[src/rtl/fetch_unit_pkg.sv]
// Shared fetch-stage definitions: default widths, the reset fetch address and
// the fetch FIFO entry layout {instr, pc}.
package fetch_unit_pkg;

  localparam int unsigned FETCH_DATA_WIDTH      = 32;
  localparam int unsigned FETCH_IMEM_ADDR_WIDTH = 10;
  localparam int unsigned FETCH_PC_WIDTH        = 32;
  localparam logic [FETCH_PC_WIDTH-1:0] FETCH_RESET_PC = 32'h0;

  // Default-width FIFO entry; fetch_unit derives its own copy when widths differ.
  typedef struct packed {
    logic [FETCH_DATA_WIDTH-1:0] instr;
    logic [FETCH_PC_WIDTH-1:0]   pc;
  } fetch_entry_t;

endpackage

[src/rtl/fetch_unit_if.sv]
// Fetch-stage bus: imem request/response, redirect from execute and the
// valid/ready instruction stream toward decode.
//  master : fetch unit side (drives imem_address, instr_valid, instr, instr_pc)
//  slave  : environment side (imem, execute, decode)
interface fetch_unit_if #(
  parameter int unsigned DATA_WIDTH = 32,
  parameter int unsigned ADDR_WIDTH = 10,
  parameter int unsigned PC_WIDTH   = 32
) ();

  logic [ADDR_WIDTH-1:0] imem_address;
  logic [DATA_WIDTH-1:0] imem_read_data;
  logic                  imem_read_data_valid;
  logic                  redirect_valid;
  logic [PC_WIDTH-1:0]   redirect_pc;
  logic                  instr_valid;
  logic                  instr_ready;
  logic [DATA_WIDTH-1:0] instr;
  logic [PC_WIDTH-1:0]   instr_pc;

  modport master (
    output imem_address,
    input  imem_read_data,
    input  imem_read_data_valid,
    input  redirect_valid,
    input  redirect_pc,
    output instr_valid,
    input  instr_ready,
    output instr,
    output instr_pc
  );

  modport slave (
    input  imem_address,
    output imem_read_data,
    output imem_read_data_valid,
    output redirect_valid,
    output redirect_pc,
    input  instr_valid,
    output instr_ready,
    input  instr,
    input  instr_pc
  );

endinterface

[src/rtl/fetch_unit_fifo.sv]
// fetch_fifo: synchronous circular FIFO of entry_t with flush.
//  clk, rst_n : clock, asynchronous active-low reset
//  push/push_data : write an entry (caller guarantees space)
//  pop        : drop the head (caller guarantees non-empty)
//  flush      : empty the FIFO; wins over push/pop
//  count      : number of stored entries
//  head       : entry at the read pointer (all-zero after reset)
module fetch_fifo
  import fetch_unit_pkg::*;
#(
  parameter int unsigned DEPTH   = 2,
  parameter type         entry_t = fetch_entry_t
) (
  input  logic                       clk,
  input  logic                       rst_n,
  input  logic                       push,
  input  entry_t                     push_data,
  input  logic                       pop,
  input  logic                       flush,
  output logic [$clog2(DEPTH+1)-1:0] count,
  output entry_t                     head
);

  localparam int unsigned PTR_W = (DEPTH > 1) ? $clog2(DEPTH) : 1;
  localparam int unsigned CNT_W = $clog2(DEPTH+1);

  entry_t           mem [DEPTH];
  logic [PTR_W-1:0] wr_ptr;
  logic [PTR_W-1:0] rd_ptr;

  function automatic logic [PTR_W-1:0] ptr_next(input logic [PTR_W-1:0] p);
    return (p == PTR_W'(DEPTH-1)) ? '0 : p + PTR_W'(1);
  endfunction

  always_ff @(posedge clk or negedge rst_n) begin
    if (!rst_n) begin
      wr_ptr <= '0;
      rd_ptr <= '0;
      count  <= '0;
      for (int unsigned i = 0; i < DEPTH; i++) mem[i] <= '0;
    end else if (flush) begin
      wr_ptr <= '0;
      rd_ptr <= '0;
      count  <= '0;
    end else begin
      if (push) begin
        mem[wr_ptr] <= push_data;
        wr_ptr      <= ptr_next(wr_ptr);
      end
      if (pop) rd_ptr <= ptr_next(rd_ptr);
      count <= count + CNT_W'(push) - CNT_W'(pop);
    end
  end

  assign head = mem[rd_ptr];

endmodule

[src/rtl/fetch_unit.sv]
// fetch_unit: instruction fetch stage in front of a 1-cycle registered imem.
// Owns the PC, issues one word address per cycle when the output FIFO has room
// reserved, captures the returned word the following cycle, and replays the
// fetch if imem flags the data invalid. A redirect squashes everything.
//  clk, rst_n : clock, asynchronous active-low reset
//  bus        : fetch_unit_if.master (imem, redirect, decode handshake)
module fetch_unit
  import fetch_unit_pkg::*;
#(
  parameter int unsigned         DATA_WIDTH = FETCH_DATA_WIDTH,
  parameter int unsigned         ADDR_WIDTH = FETCH_IMEM_ADDR_WIDTH,
  parameter int unsigned         PC_WIDTH   = FETCH_PC_WIDTH,
  parameter logic [PC_WIDTH-1:0] RESET_PC   = PC_WIDTH'(FETCH_RESET_PC),
  parameter int unsigned         FIFO_DEPTH = 2
) (
  input  logic          clk,
  input  logic          rst_n,
  fetch_unit_if.master  bus
);

  localparam int unsigned CNT_W = $clog2(FIFO_DEPTH+1);
  localparam int unsigned OCC_W = $clog2(FIFO_DEPTH+2);

  typedef struct packed {
    logic [DATA_WIDTH-1:0] instr;
    logic [PC_WIDTH-1:0]   pc;
  } entry_t;

  logic [PC_WIDTH-1:0] pc_issue;
  logic                inflight;
  logic [PC_WIDTH-1:0] inflight_pc;

  logic [CNT_W-1:0]    count;
  entry_t              head;
  entry_t              push_data;
  logic                pop;
  logic                capture;
  logic                push;
  logic                replay;
  logic                issue;
  logic [OCC_W-1:0]    occ;

  logic                unused_pc_lsbs;
  assign unused_pc_lsbs = ^bus.redirect_pc[1:0];

  assign bus.imem_address = pc_issue[ADDR_WIDTH+1:2];
  assign bus.instr_valid  = (count != '0) & ~bus.redirect_valid;
  assign bus.instr        = head.instr;
  assign bus.instr_pc     = head.pc;

  // Occupancy counts the in-flight fetch so a capture always finds a free slot.
  always_comb begin
    pop       = bus.instr_valid & bus.instr_ready;
    capture   = inflight & ~bus.redirect_valid;
    push      = capture & bus.imem_read_data_valid;
    replay    = capture & ~bus.imem_read_data_valid;
    occ       = OCC_W'(count) + OCC_W'(inflight) - OCC_W'(pop);
    issue     = ~bus.redirect_valid & ~replay & (occ < OCC_W'(FIFO_DEPTH));
    push_data = '{instr: bus.imem_read_data, pc: inflight_pc};
  end

  always_ff @(posedge clk or negedge rst_n) begin
    if (!rst_n) begin
      pc_issue    <= RESET_PC;
      inflight    <= 1'b0;
      inflight_pc <= '0;
    end else if (bus.redirect_valid) begin
      pc_issue <= {bus.redirect_pc[PC_WIDTH-1:2], 2'b00};
      inflight <= 1'b0;
    end else if (replay) begin
      // Rewind to the dropped fetch; it is reissued next cycle.
      pc_issue <= inflight_pc;
      inflight <= 1'b0;
    end else if (issue) begin
      inflight    <= 1'b1;
      inflight_pc <= pc_issue;
      pc_issue    <= pc_issue + PC_WIDTH'(4);
    end else begin
      inflight <= 1'b0;
    end
  end

  fetch_fifo #(
    .DEPTH   (FIFO_DEPTH),
    .entry_t (entry_t)
  ) u_fifo (
    .clk       (clk),
    .rst_n     (rst_n),
    .push      (push),
    .push_data (push_data),
    .pop       (pop),
    .flush     (bus.redirect_valid),
    .count     (count),
    .head      (head)
  );

endmodule

[src/flat_wrapper.sv]
// flat-port wrapper written by rule: the top's interface ports become plain ports
module fetch_unit_flat import fetch_unit_pkg::*;
#(
  parameter int unsigned         DATA_WIDTH = FETCH_DATA_WIDTH,
  parameter int unsigned         ADDR_WIDTH = FETCH_IMEM_ADDR_WIDTH,
  parameter int unsigned         PC_WIDTH   = FETCH_PC_WIDTH,
  parameter logic [PC_WIDTH-1:0] RESET_PC   = PC_WIDTH'(FETCH_RESET_PC),
  parameter int unsigned         FIFO_DEPTH = 2
)
  (clk, rst_n, bus_imem_address, bus_imem_read_data, bus_imem_read_data_valid, bus_redirect_valid, bus_redirect_pc, bus_instr_valid, bus_instr_ready, bus_instr, bus_instr_pc);
  fetch_unit_if #(.DATA_WIDTH(DATA_WIDTH), .ADDR_WIDTH(ADDR_WIDTH), .PC_WIDTH(PC_WIDTH)) bus_i ();
  input  logic clk;
  input  logic rst_n;
  output wire logic [$bits(bus_i.imem_address)-1:0] bus_imem_address;
  input wire logic [$bits(bus_i.imem_read_data)-1:0] bus_imem_read_data;
  input wire logic [$bits(bus_i.imem_read_data_valid)-1:0] bus_imem_read_data_valid;
  input wire logic [$bits(bus_i.redirect_valid)-1:0] bus_redirect_valid;
  input wire logic [$bits(bus_i.redirect_pc)-1:0] bus_redirect_pc;
  output wire logic [$bits(bus_i.instr_valid)-1:0] bus_instr_valid;
  input wire logic [$bits(bus_i.instr_ready)-1:0] bus_instr_ready;
  output wire logic [$bits(bus_i.instr)-1:0] bus_instr;
  output wire logic [$bits(bus_i.instr_pc)-1:0] bus_instr_pc;
  assign bus_imem_address = bus_i.imem_address;
  assign bus_i.imem_read_data = bus_imem_read_data;
  assign bus_i.imem_read_data_valid = bus_imem_read_data_valid;
  assign bus_i.redirect_valid = bus_redirect_valid;
  assign bus_i.redirect_pc = bus_redirect_pc;
  assign bus_instr_valid = bus_i.instr_valid;
  assign bus_i.instr_ready = bus_instr_ready;
  assign bus_instr = bus_i.instr;
  assign bus_instr_pc = bus_i.instr_pc;
  fetch_unit #(.DATA_WIDTH(DATA_WIDTH), .ADDR_WIDTH(ADDR_WIDTH), .PC_WIDTH(PC_WIDTH), .RESET_PC(RESET_PC), .FIFO_DEPTH(FIFO_DEPTH)) u_core (.clk(clk), .rst_n(rst_n), .bus(bus_i));
endmodule
[config.mk]
export PLATFORM = sky130hd
export DESIGN_NAME = fetch_unit_flat
export DESIGN_NICKNAME = d
export VERILOG_FILES = /design/src/rtl/fetch_unit_pkg.sv /design/src/rtl/fetch_unit_if.sv /design/src/rtl/fetch_unit_fifo.sv /design/src/rtl/fetch_unit.sv /design/src/flat_wrapper.sv
export SDC_FILE = /design/constraint.sdc
export NUM_CORES = 1
export LEC_CHECK = 0
export CORE_ASPECT_RATIO = 0.6
export CORE_MARGIN = 4
export CORE_UTILIZATION = 58
export CTS_BUF_LIST = sky130_fd_sc_hd__clkbuf_16
export CTS_CLUSTER_SIZE = 10
export DETAILED_ROUTE_END_ITERATION = 12
export DONT_BUFFER_PORTS = 1
export PLACE_DENSITY = 0.76
export SYNTH_ARGS = -nofsm -noshare
export SYNTH_HDL_FRONTEND = slang
export SYNTH_SLANG_ARGS = --single-unit
[constraint.sdc]
create_clock -name clk -period 2.1 [get_ports clk]
set_input_delay 0.525 -clock clk [delete_from_list [all_inputs] [get_ports clk]]
set_output_delay 0.525 -clock clk [all_outputs]
set_load 0.1 [all_outputs]
==> results of run 1 <==
==> synthesized netlist by cell type (3+ instances only) <==
| cell type | instances |
|---|---|
| nor2_1 | 29 |
| a21oi_1 | 35 |
| a32o_1 | 3 |
| a221o_1 | 4 |
| xnor2_1 | 11 |
| o21ai_0 | 14 |
| nand4_1 | 10 |
| inv_1 | 4 |
| a31oi_1 | 6 |
| nor3_1 | 6 |
| mux2_2 | 193 |
| and3_1 | 7 |
| a211oi_1 | 8 |
| and2_1 | 5 |
| nand3_1 | 16 |
| clkbuf_1 | 27 |
| ha_1 | 4 |
| buf_4 | 10 |
| dfrtp_1 | 197 |
| nand2_1 | 140 |
| mux2i_1 | 3 |
| xor2_1 | 6 |
| a22oi_1 | 3 |
| buf_1 | 8 |
| nor3b_1 | 3 |
| a211o_1 | 5 |
| buf_2 | 14 |
| nand2b_1 | 8 |
| nor2b_1 | 4 |
==> state kept, by name, indices dropped and copies added (netlist names) <==
signal,count
u_core.u_fifo.mem,128
u_core.inflight_pc,32
u_core.pc_issue,32
u_core.u_fifo.count,2
u_core.inflight,1
u_core.u_fifo.rd_ptr,1
u_core.u_fifo.wr_ptr,1
==> path summary, 6_finish.rpt <==
path / to / slack (ps) / cells past startpoint
hold reg to reg: u_core.u_fifo.mem[25] / 510 / 1
hold / removal: u_core.u_fifo.mem[104] / -210 / 0
setup reg to reg: u_core.inflight_pc[5] / -100 / 12
max in group asynchronous: u_core.u_fifo.mem[31] / 2070 / 0
min in group clk: u_core.u_fifo.wr_ptr / 160 / 1
setup / recovery: bus_instr_pc[13] / -150 / 4
==> per-layer routing <==
metal  wire, µm  share of wire (%)  global-route usage, %
met5         13              0.048                      0
met4        816                3.0                   8.13
met3       2680                9.9                   7.70
met2      12800                 47                   42.0
met1      10800                 40                   37.6
==> power by group through the flow <==
stage | clock (W) | sequential (W) | combinational [W]
final | 0.00335 | 0.00603 | 0.0111
after global placement | 0 | 0.00583 | 0.0102
after global routing | 0.00354 | 0.00616 | 0.0114
after CTS | 0.00336 | 0.00593 | 0.0107
after floorplan | 0 | 0.00569 | 0.00718
after detailed placement | 0 | 0.00599 | 0.0104
==> placed cells by master (no fill, tap or decap), types with 7 or more instances in the layout <==
master,instances
buf_4,38
dfrtp_1,196
buf_6,10
nand2_4,14
xnor2_1,8
mux2_2,173
nor2_1,24
clkbuf_16,22
nand3_1,14
nand2b_1,8
nand2_1,87
o21ai_0,7
nand2_2,38
buf_12,74
nand4_1,10
mux2_4,20
a21oi_1,28
a211oi_1,7
==> area by class of cell <==
class | count | area [µm²] | share of cell area [%]
timing repair inverter | 1 | 16.3 | 0.128
tap | 203 | 254 | 1.99
multi-input combinational | 557 | 4720 | 37.0
clock inverter | 15 | 178 | 1.39
sequential | 197 | 4930 | 38.7
timing repair buffer | 136 | 2200 | 17.3
clock buffer | 17 | 425 | 3.34
inverter | 5 | 31.3 | 0.245
==> kinds of logic after synthesis <==
| kind of cell | after synthesis | synth area share (%) |
|---|---|---|
| AOI/OAI and AO/OA | 97 | 6.79 |
| adders and majority gates | 4 | 0.533 |
| xor gates and xnor gates | 17 | 1.58 |
| and+or+nand+nor | 242 | 12.1 |
| buffers and inverters | 64 | 3.14 |
| muxes | 196 | 23.4 |
| DFF | 197 | 52.4 |
==> critical path: cells and delay by family, from the launching register on <==
family                 cells  cell delay, ps
DFF                        1             400
buffers and inverters      3             520
muxes                      1             370
==> through the flow <==
step | hold WS [ps] | cells | TNS, ps | area, µm²
6_report | -215 | 1131 | -9800 | 12800
4_1_cts | -232 | 1119 | -5830 | 12200
3_3_place_gp | 234 | 1077 | -660 | 11300
5_1_grt | -238 | 1131 | -16130 | 12800
2_1_floorplan | 229 | 817 | -44190 | 9580
3_5_place_dp | 233 | 1077 | -2040 | 11300
==> what timing repair did <==
action / 4_1_cts / 5_1_grt
endpoints found under the setup margin: 119 / 126
hold endpoints to repair: 197 / 197
pin swaps: 9 / 42
buffers inserted: 5 / 7
cloned: 5 / 8
resized for setup: 44 / 103
==> flow_summary.ini, run 1 <==
[power]
power_w = 0.0204
ir_drop_v = 0.00139
p_sw_w = 0.00933
p_int_w = 0.0111
share_seq_of_total_power_pct = 29.5
leakagePower_nw = 5.84
powerDensity_nw_per_um2 = 1600
pwr-share-clk_pct = 16.4
switching_share_pct = 45.7
comb_power_share_pct = 54.1

[logic_synthesis]
syn_nets = 890
yosys_warnings = 0
synth_ff_type = dfrtp_1
synth-seq-area-share_pct = 52.4
syn_inst = 817
synthDominantCellAreaShare_pct = 52.4
post_synth_main_area_contributors = dfrtp_1, mux2_2, nand2_1
synth-edff-count = 0
yosys_register_bits = 197
netlist_area_um2 = 9400
async_flop_share_pct = 100
syn_avg_cell_area_um2 = 11.5
synth.largest_area_cell = dfrtp_1
ys_types = 55

[floorplanning]
die_height_um = 107
ios = 144
rows = 35
core_region_area_um2 = 15600
start_util_pct = 60.3
die-width_um = 172
die_area_um2 = 18400

[clocking]
clk_pin_slew_ps = 80
clockBufferDepth = 2
cts-htree-levels = 4
clock_sinks = 197
cts_made_buffers = 17
root_buffer = clkbuf_16
worstSkewPairLatency_ps = 430
tritoncts = done

[sta]
whs_ps = -215
relSlewSlack_pct = 63.9
skew_ps = 12.0
rsz0062_at_grt = yes
hold_viol_final = 197
post-route-period-util_pct = 107
setup_violations = 109
slew_violations = 0
period_minus_slack_ps = 2250
tightest_slew_ps = 542
fmax_mhz = 445
fin_ws_ps = -149

[place]
port_buffers = 0
dpl.hpwl_um = 15600
gp_congestion = 0.908
pre_cts_slack_ps = -127

[grt]
track_usage_pct = 27.1
grt_pass1_wl_um = 39100
antenna_found_initial = 1
grt_pass1_vias = 7344
grt_max_degree = 198
grt_overflow = 0

[routing]
final_antenna_net_count = 0
routed_wl_um = 27200
vias_per_cell = 6.42
post_drt_wl_per_cell_um = 24.0
drc = 0
dr.first_iter.drc_count = 808
dr_total_vias = 7263
detail_route.first_pass.iterations = 5

[run_status]
violations = negative hold slack, negative setup slack
outcome = finished with violations

[worst_setup_path]
endpoint_kind = output port
cp_slowest_cell = dfrtp_2
required_ps = 1570
critPathArrivalTime_ps = 1720
worstSetupPathType = reg -> out
cp_max_fo = 8
r2r-start = u_core.u_fifo.count[0]
slowest_delay_ps = 400
worstSetupStartpoint = u_core.u_fifo.rd_ptr
worstPathCellList = buf_4 -> clkbuf_16 -> mux2_2 -> buf_12
start_kind = flip-flop

[final_layout]
post-route-util_pct = 81.8
n_fill_cell = 817
layout-drive-gt1-share_pct = 49.8
area_growth_pct = 35.7
fin_nets = 988
antenna_cells = 0

[worst_hold_path]
hp-class = in -> async

[run]
drv_cap = 0
(Power assumes the default switching activity.)
==> run 2: changes to the inputs <==
Settings changed: CTS_CLUSTER_SIZE 10 to unset, SLEW_MARGIN set to 20.
==> results of run 2 <==
Same layout as run 1: the final DEF is identical, and so are final timing and power.
==> run 3: changes to the inputs <==
Settings changed: CORE_UTILIZATION 58 to 60.
Clock period 2.1 ns to 2.8 ns, I/O delays scaled along.
==> run 3 against run 2 <==
Via count is 13% lower. Non-clock buffer count is 110 lower. Largest cell class unchanged. Clock-buffer cell count is the same. Clock skew shrank 1.1 ps. Critical path type is now reg -> reg. Combinational power shrank 49%. First-iteration DRC count fell by 12%. Sequential share of layout area up 9.3 points. Sequential cell count did not move. Register-to-register slack gained 200 ps. The flow finishes with violations (negative hold slack).
==> flow_summary.ini, run 3 (synthesized netlist as in run 1, its figures left out) <==
[run_status]
outcome = finished with violations
violations = negative hold slack

[final_layout]
fin_cells = 1018
fin_nets = 876
final_common_cell = dfrtp_1
antenna_cells = 0
post-route-util_pct = 67.0
area_growth_pct = 9.31
n_fill_cell = 1109
reg_top3 = u_core.u_fifo.mem: 128 flops, u_core.inflight_pc: 32 flops, u_core.pc_issue: 32 flops
stdcell_area_um2 = 10300
largest_register_ffs = 128
final_cell_mix = dfrtp_1, mux2_2, nand2_1
layout-drive-gt1-share_pct = 34.2
largest_register = u_core.u_fifo.mem

[grt]
grt_pass1_vias = 6626
grt_overflow = 0
antenna_found_initial = 0
track_usage_pct = 25.0
grt_pass1_wl_um = 35300
grt_max_degree = 198

[worst_hold_path]
hp-class = in -> async

[routing]
routed_wl_um = 21600
vias_per_cell = 6.21
dr_total_vias = 6321
detail_route.first_pass.iterations = 5
final_antenna_net_count = 0
dr.first_iter.drc_count = 714
post_drt_wl_per_cell_um = 21.2
drc = 0

[clocking]
cts_setup_buffers = 0
clk_pin_slew_ps = 70
worstSkewPairLatency_ps = 430
tritoncts = done
clock_sinks = 197
clockBufferDepth = 2
cts_made_buffers = 17
root_buffer = clkbuf_16
post_cts_resized = 0
cts-htree-levels = 4

[floorplanning]
start_util_pct = 61.3
rows = 35
die-width_um = 170
ios = 144
core_region_area_um2 = 15300
die_area_um2 = 17800
die_height_um = 105

[worst_setup_path]
r2r-start = u_core.u_fifo.count[1]
rr_worst_depth = 10
worstSetupPathType = reg -> reg
worstPathCellList = nor2_1 -> nor2_4 -> and2_4 -> ha_4 -> xnor2_2 -> xor2_4 -> buf_4 -> nor2_4 -> o21bai_1 -> o21a_1
slowest_delay_ps = 450
reg2reg_slack_ps = 100
required_ps = 3110
crit_top_cell = nor2_4
start_kind = flip-flop
endpoint_kind = flip-flop
worstSetupStartpoint = u_core.u_fifo.count[1]
cp_max_fo = 17
regToRegEndpoint = u_core.pc_issue[14]
critPathArrivalTime_ps = 3010
cp_slowest_cell = dfrtp_1

[power]
ir_drop_v = 0.000820
leakagePower_nw = 4.66
power_w = 0.0125
powerDensity_nw_per_um2 = 1220

[sta]
relSlewSlack_pct = 54.7
slew_violations = 0
post-route-period-util_pct = 96.3
fmax_mhz = 371
setup_violations = 0
whs_ps = -36.1
tightest_slew_ps = 675
skew_ps = 10.9
period_minus_slack_ps = 2700
rsz0062_at_grt = no
hold_viol_final = 37

[place]
dp.cells = 987
port_buffers = 0
gp_congestion = 0.897
postPlaceCellArea_um2 = 9710
dpl.hpwl_um = 14600

[run]
drv_cap = 0
## run 3: cell count changes in the layout (fill, tap and decap cells not counted), sizes merged
cell / delta
nand2: -1
buf: -105
clkinv: -2
bufinv: -1
clkinvlp: +2
clkbuf: -5
inv: -1
## run 3: worst max-delay path: cells and delay by family, from the launching register on
| family | cells | cell delay [ps] |
|---|---|---|
| AND/OR/NAND/NOR | 4 | 940 |
| flip-flops | 1 | 450 |
| AO/OA/AOI/OAI | 2 | 280 |
| buffers and inverters | 1 | 220 |
| XOR/XNOR | 2 | 520 |
| adder cells (fa/ha/maj) | 1 | 160 |
## run 3: how the worst max path moves through the flow
stage / cells past startpoint / endpoint / slack [ps]
after floorplan: 10 / u_core.pc_issue[30] / -250
after global placement: 9 / u_core.pc_issue[13] / 230
after detailed placement: 10 / u_core.pc_issue[14] / 150
after CTS: 10 / u_core.pc_issue[14] / 120
after global routing: 10 / u_core.pc_issue[8] / 5
final: 10 / u_core.pc_issue[14] / 100
## run 3: final cells by class
class	count	area, µm²	area share, %
clock buffer	17	425	4.14
clock inverter	14	143	1.39
inverter	5	21.3	0.207
multi-input combinational	556	4290	41.8
sequential	197	4930	48.0
tap	203	254	2.47
timing repair buffer	26	208	2.02
## run 3: metal layers
layer  vias up  GRT usage, %  part of all wire, %  routed length (µm)
met5         -             0                    0                   0
met1      3234          34.5                   43                9320
met4         0          6.55                  1.5                 323
li1       2842             -                    -                   -
met3        27          6.62                  8.1                1740
met2       218          39.5                   47               10200
## run 3: metrics by stage
| stage | TNS [ps] | worst slack (ps) |
|---|---|---|
| after global placement | 0 | 226 |
| after detailed placement | 0 | 151 |
| after CTS | 0 | 118 |
| final | 0 | 105 |
| after floorplan | -10710 | -249 |
| after global routing | 0 | 4.65 |
## run 3: power breakdown
part           internal [W]  switching, W
Combinational       0.00126       0.00444
Sequential          0.00380      0.000652
Clock               0.00118       0.00116
Total               0.00624       0.00625
